--- src/rtl/mux_pipe.sv ---
// mux_pipe: registered NUM_IN:1 channel select behind a valid/ready handshake.
// Defining MUX_PIPE_SKID_EN adds a one-entry skid register so in_ready comes from a flop.
module mux_pipe #(
  parameter int unsigned WIDTH  = 5,
  parameter int unsigned NUM_IN = 2,
  parameter int unsigned SEL_W  = 1
) (
  input  logic                    clk,
  input  logic                    rst_n,
  input  logic [NUM_IN*WIDTH-1:0] in_data,
  input  logic [SEL_W-1:0]        sel,
  input  logic                    in_valid,
  output logic                    in_ready,
  input  logic                    flush,
  output logic [WIDTH-1:0]        out_data,
  output logic [SEL_W-1:0]        out_sel,
  output logic                    out_err,
  output logic                    out_valid,
  input  logic                    out_ready
);

  typedef struct packed {
    logic [WIDTH-1:0] data;
    logic [SEL_W-1:0] sel;
    logic             err;
  } beat_t;

  beat_t w_beat;
  beat_t w_out_src;
  beat_t r_out;
  logic  r_out_valid;
  logic  w_in_xfer;
  logic  w_out_xfer;
  logic  w_load_out;

  // Beat as captured: selected channel, or zero data with err for an out-of-range select.
  always_comb begin
    w_beat      = '0;
    w_beat.sel  = sel;
    w_beat.err  = (32'(sel) >= NUM_IN);
    for (int k = 0; k < int'(NUM_IN); k++) begin
      if (sel == SEL_W'(k)) begin
        w_beat.data = in_data[k*WIDTH +: WIDTH];
      end
    end
  end

  assign w_in_xfer  = in_valid & in_ready;
  assign w_out_xfer = r_out_valid & out_ready;

  assign out_data  = r_out.data;
  assign out_sel   = r_out.sel;
  assign out_err   = r_out.err;
  assign out_valid = r_out_valid;

`ifdef MUX_PIPE_SKID_EN

  typedef enum logic [1:0] {
    S_EMPTY = 2'd0,
    S_ONE   = 2'd1,
    S_TWO   = 2'd2
  } state_t;

  state_t r_state;
  state_t w_state_nxt;
  beat_t  r_skid;
  logic   r_in_ready;
  logic   w_load_skid;
  logic   w_out_from_skid;

  assign in_ready  = r_in_ready & ~flush;
  assign w_out_src = w_out_from_skid ? r_skid : w_beat;

  always_ff @(posedge clk or negedge rst_n) begin
    if (!rst_n) begin
      r_state    <= S_EMPTY;
      r_in_ready <= 1'b1;
    end else begin
      r_state    <= w_state_nxt;
      r_in_ready <= (w_state_nxt != S_TWO);
    end
  end

  always_comb begin
    w_state_nxt     = r_state;
    w_load_out      = 1'b0;
    w_load_skid     = 1'b0;
    w_out_from_skid = 1'b0;
    if (flush) begin
      w_state_nxt = S_EMPTY;
    end else begin
      case (r_state)
        S_EMPTY: begin
          if (w_in_xfer) begin
            w_state_nxt = S_ONE;
            w_load_out  = 1'b1;
          end
        end
        S_ONE: begin
          if (w_in_xfer && out_ready) begin
            w_load_out = 1'b1;
          end else if (w_in_xfer) begin
            // Output stalled: park the newer beat behind it.
            w_state_nxt = S_TWO;
            w_load_skid = 1'b1;
          end else if (w_out_xfer) begin
            w_state_nxt = S_EMPTY;
          end
        end
        S_TWO: begin
          if (w_out_xfer) begin
            w_state_nxt     = S_ONE;
            w_load_out      = 1'b1;
            w_out_from_skid = 1'b1;
          end
        end
        default: w_state_nxt = S_EMPTY;
      endcase
    end
  end

  always_ff @(posedge clk or negedge rst_n) begin
    if (!rst_n) begin
      r_skid <= '0;
    end else if (w_load_skid) begin
      r_skid <= w_beat;
    end
  end

`else

  typedef enum logic {
    S_EMPTY = 1'b0,
    S_FULL  = 1'b1
  } state_t;

  state_t r_state;
  state_t w_state_nxt;

  assign in_ready  = (~r_out_valid | out_ready) & ~flush;
  assign w_out_src = w_beat;

  always_ff @(posedge clk or negedge rst_n) begin
    if (!rst_n) begin
      r_state <= S_EMPTY;
    end else begin
      r_state <= w_state_nxt;
    end
  end

  always_comb begin
    w_state_nxt = r_state;
    w_load_out  = 1'b0;
    if (flush) begin
      w_state_nxt = S_EMPTY;
    end else begin
      case (r_state)
        S_EMPTY: begin
          if (w_in_xfer) begin
            w_state_nxt = S_FULL;
            w_load_out  = 1'b1;
          end
        end
        S_FULL: begin
          if (w_in_xfer) begin
            w_load_out = 1'b1;
          end else if (w_out_xfer) begin
            w_state_nxt = S_EMPTY;
          end
        end
        default: w_state_nxt = S_EMPTY;
      endcase
    end
  end

`endif

  // Output stage; data keeps its last value when emptied, only out_valid drops.
  always_ff @(posedge clk or negedge rst_n) begin
    if (!rst_n) begin
      r_out       <= '0;
      r_out_valid <= 1'b0;
    end else begin
      r_out_valid <= (w_state_nxt != S_EMPTY);
      if (w_load_out) begin
        r_out <= w_out_src;
      end
    end
  end

endmodule

--- config.mk ---
export PLATFORM = sky130hd
export DESIGN_NAME = mux_pipe
export DESIGN_NICKNAME = d
export VERILOG_FILES = /design/src/rtl/mux_pipe.sv
export SDC_FILE = /design/constraint.sdc
export NUM_CORES = 1
export LEC_CHECK = 0
export CAP_MARGIN = 10
export CELL_PAD_IN_SITES_DETAIL_PLACEMENT = 1
export CELL_PAD_IN_SITES_GLOBAL_PLACEMENT = 1
export CORE_UTILIZATION = 25
export DETAILED_ROUTE_END_ITERATION = 8
export GPL_ROUTABILITY_DRIVEN = 0
export PLACE_DENSITY = 0.86
export SKIP_LAST_GASP = 1
export SYNTH_ARGS = -nofsm -noshare
export SYNTH_HDL_FRONTEND = slang
export SYNTH_SLANG_ARGS = --single-unit
--- constraint.sdc ---
create_clock -name clk -period 3.1 [get_ports clk]
set_input_delay 0.465 -clock clk [delete_from_list [all_inputs] [get_ports clk]]
set_output_delay 0.465 -clock clk [all_outputs]
set_load 0.005 [all_outputs]
==> metrics.log <==
[metrics] GRT Residual Overflow: 0
[metrics] DRC Markers: 0
[metrics] via count: between 200 and 300
[metrics] global-route wire length before repair: roughly 1200 um
[metrics] fraction of layout instances using a drive strength above 1: 31.4%
[metrics] die boundary width: approximately 40 um
[metrics] quantity of I/O buffers inserted on ports: 23
[metrics] Pre-antenna DRT Iters: 2
[metrics] area enclosed by the die boundary: between 1500 and 2000 um2
[metrics] initial core utilization: a little over a quarter
[metrics] post-route clock period utilization: approximately two thirds
[metrics] post-layout utilization of the core: 47.2%
[metrics] antenna violations before repair: 0
[metrics] Clock Root Buffer: clkbuf_4
[metrics] Diodes inserted: 0
[metrics] maximum buffer depth of the clock tree: 2
[metrics] clock tree from TritonCTS: yes
[metrics] number of global-route vias before repair: about 290
[metrics] CP delay by family, top: buffers and inverters
[metrics] number of design-rule violations left by the first detailed-router iteration: 9
[metrics] Post-layout nets: slightly below 70
[metrics] Avg Synthesized Cell Area: ~14 um2
[metrics] Power Dens Cells: ~450 nW/um2
[metrics] number of cells after detailed placement: 62
[metrics] post-synth top area cell: dfrtp_1
[metrics] average wire per cell in the routed design: about 12 um
[metrics] number of buffers inserted during clock tree synthesis: 3
[metrics] net count of the mapped netlist: 42
[metrics] post-placement worst setup slack: about 1.0 ns
[metrics] #FFs+latches synth: 7
[metrics] unique cell type count in the Yosys netlist: 8
[metrics] count of maximum capacitance violations: 0
[metrics] mux share of post-synthesis cell area: 34.5%
[metrics] dpl hpwl: approximately 630 um
[metrics] global routing usage summed across all routing layers: 12.9%
[metrics] largest net degree at the start of global routing: 8
[metrics] I/O pin count: 25
[metrics] Arrival @ worst endpoint: 1.62 ns
[metrics] Max Fanout on Critical Path: 3
[metrics] buffers plus inverters on the worst setup path: 2
[metrics] Synth area leaders: dfrtp_1, mux2_2, nor3b_4, nor2b_4, nor2_1
[metrics] synthesized instance count: 26
[metrics] Max IR drop VDD: between 200 and 250 uV
[metrics] cell area after layout: 622 um2
[metrics] clock transition at the register clock pins on the worst setup and hold paths after CTS: 0.05 ns
[metrics] Final Skew: approximately 0.0025 ns
[metrics] post-synthesis simple-gate area fraction: roughly 12%
[metrics] share of synthesized area occupied by flip-flops and latches: between 40 and 50%
[metrics] Die Span Y: 39.9 um
[metrics] post-synthesis adder-cell area fraction: 0%
[metrics] cell type with the highest occurrence count on the critical path: clkdlybuf4s50_1
[metrics] Max Transition Viols Final: 0
[metrics] Final Instance Count excl. Fillers: 66
[metrics] most frequent standard cell in the layout excluding fill and tap cells: clkdlybuf4s50_1
[metrics] Pleak: 0.249 nW
[metrics] H-tree levels: 1
[metrics] Yosys warnings: 0
[metrics] xor-xnor portion of the synthesized cell area: 0%
[metrics] post-synthesis instance area: about 360 um2
[metrics] setup total negative slack: 0 ns
[metrics] quantity of gates resized following cts: 0
[metrics] area share of the largest cell type after synthesis: between 40 and 50%
[metrics] fraction of the mapped netlist area in compound gates: 0%
[metrics] nature of the critical path startpoint: input port
[metrics] clock network latency to the later pin of the worst-skew pair: between 0.2 and 0.3 ns
[metrics] post-placement cell area: just under 600 um2
[metrics] most used cells in the layout excluding fill and tap cells: clkdlybuf4s50_1, mux2_2, dfrtp_1
[metrics] start-to-end type of the worst setup path: in -> out
[metrics] path class of the lowest-slack min-delay path: in -> async
[metrics] endpoint kind of the worst setup timing path: output pin
[metrics] count of nets left with antenna violations after detail routing: 0
[metrics] post-detailed-route via-to-cell ratio: roughly 4.2
[metrics] slowest stage cell, crit path: clkdlybuf4s50_1
[metrics] area added between synthesis and finish: 73.2%
[metrics] Hold Vio Cnt, Final: 0
[metrics] unrepaired setup endpoints after global routing: false
[metrics] result of the run: complete, no violations
[metrics] main combinational cell family by area after synthesis: multiplexers
[metrics] Total Routed Length: approximately 800 um
[metrics] worst-case setup margin in the final layout: a little over 1 ns
[metrics] final period demand of the worst path: 2.08 ns
[metrics] maximum cell stage delay along the critical path: ~0.50 ns
[metrics] Post-CTS Setup Inserts: 0
[metrics] highest attainable clock frequency: 480 MHz
[metrics] Hold-fix buffers, CTS: 0
[metrics] floorplan core area: roughly 1300 um2
[metrics] clock tree sinks: 7
[metrics] standard-cell row count: 13
[metrics] worst path required time: 2.63 ns
[metrics] cells along the critical path: clkdlybuf4s50_1 -> nor2b_4 -> nor2_1 -> clkdlybuf4s50_1
[metrics] total of endpoints with negative setup slack in the final report: 0
==> Yosys cell counts <==
| master | n |
|---|---|
| buf_4 | 1 |
| clkbuf_2 | 1 |
| conb_1 | 1 |
| dfrtp_1 | 7 |
| mux2_2 | 11 |
| nor2_1 | 3 |
| nor2b_4 | 1 |
| nor3b_4 | 1 |
==> sequential cells by signal, summed over array words and instances, names as in the netlist <==
| name | count |
|---|---|
| out_data | 5 |
| out_valid | 1 |
| out_sel | 1 |
==> cell type report <==
type | count | area [um2]
Tap cell | 15 | 18.8
Sequential cell | 7 | 175
Fill cell | 147 | 696
Clock buffer | 4 | 26.3
Timing Repair Buffer | 23 | 230
Multi-Input combinational cell | 17 | 171
==> path summary, 6_finish.rpt <==
kind | from | to | slack [ns] | cells past startpoint
setup / recovery | out_ready | in_ready | 1.02 | 4
hold / removal | rst_n | out_data[3] | 0.47 | 1
setup reg to reg | out_valid | out_data[1] | 1.76 | 3
hold reg to reg | out_data[3] | out_data[3] | 0.50 | 1
max in group asynchronous | rst_n | out_data[1] | 2.39 | 1
min in group clk | out_data[3] | out_data[3] | 0.50 | 1
==> kinds of logic (layout without fill, tap and decap cells) <==
family | count (synthesis) | after routing
buffers and inverters | 2 | 27
DFF | 7 | 7
muxes | 11 | 11
other | 1 | 1
and+or+nand+nor | 5 | 5
==> report_power, final <==
part | leakage [nW] | switching, mW | total [mW] | internal (mW)
clock network | 0.0150 | 0.0317 | 0.0807 | 0.0490
logic | 0.151 | 0.0221 | 0.0852 | 0.0631
registers | 0.0833 | 0.00720 | 0.115 | 0.107
==> per-stage QoR <==
stage / power, mW / hold slack, ns
6_report: 0.280 / 0.474
3_5_place_dp: 0.203 / 0.497
2_1_floorplan: 0.145 / 0.169
5_1_grt: 0.305 / 0.486
4_1_cts: 0.287 / 0.478
3_3_place_gp: 0.201 / 0.490
==> per-layer routing <==
metal	up-vias	GRT usage, %	part of all wire (%)
met5	-	0	0
met4	0	10.3	1.6
met3	2	6.82	9.6
met2	15	20.2	54
met1	127	12.5	35
li1	136	-	-
(Power assumes the default switching activity.)
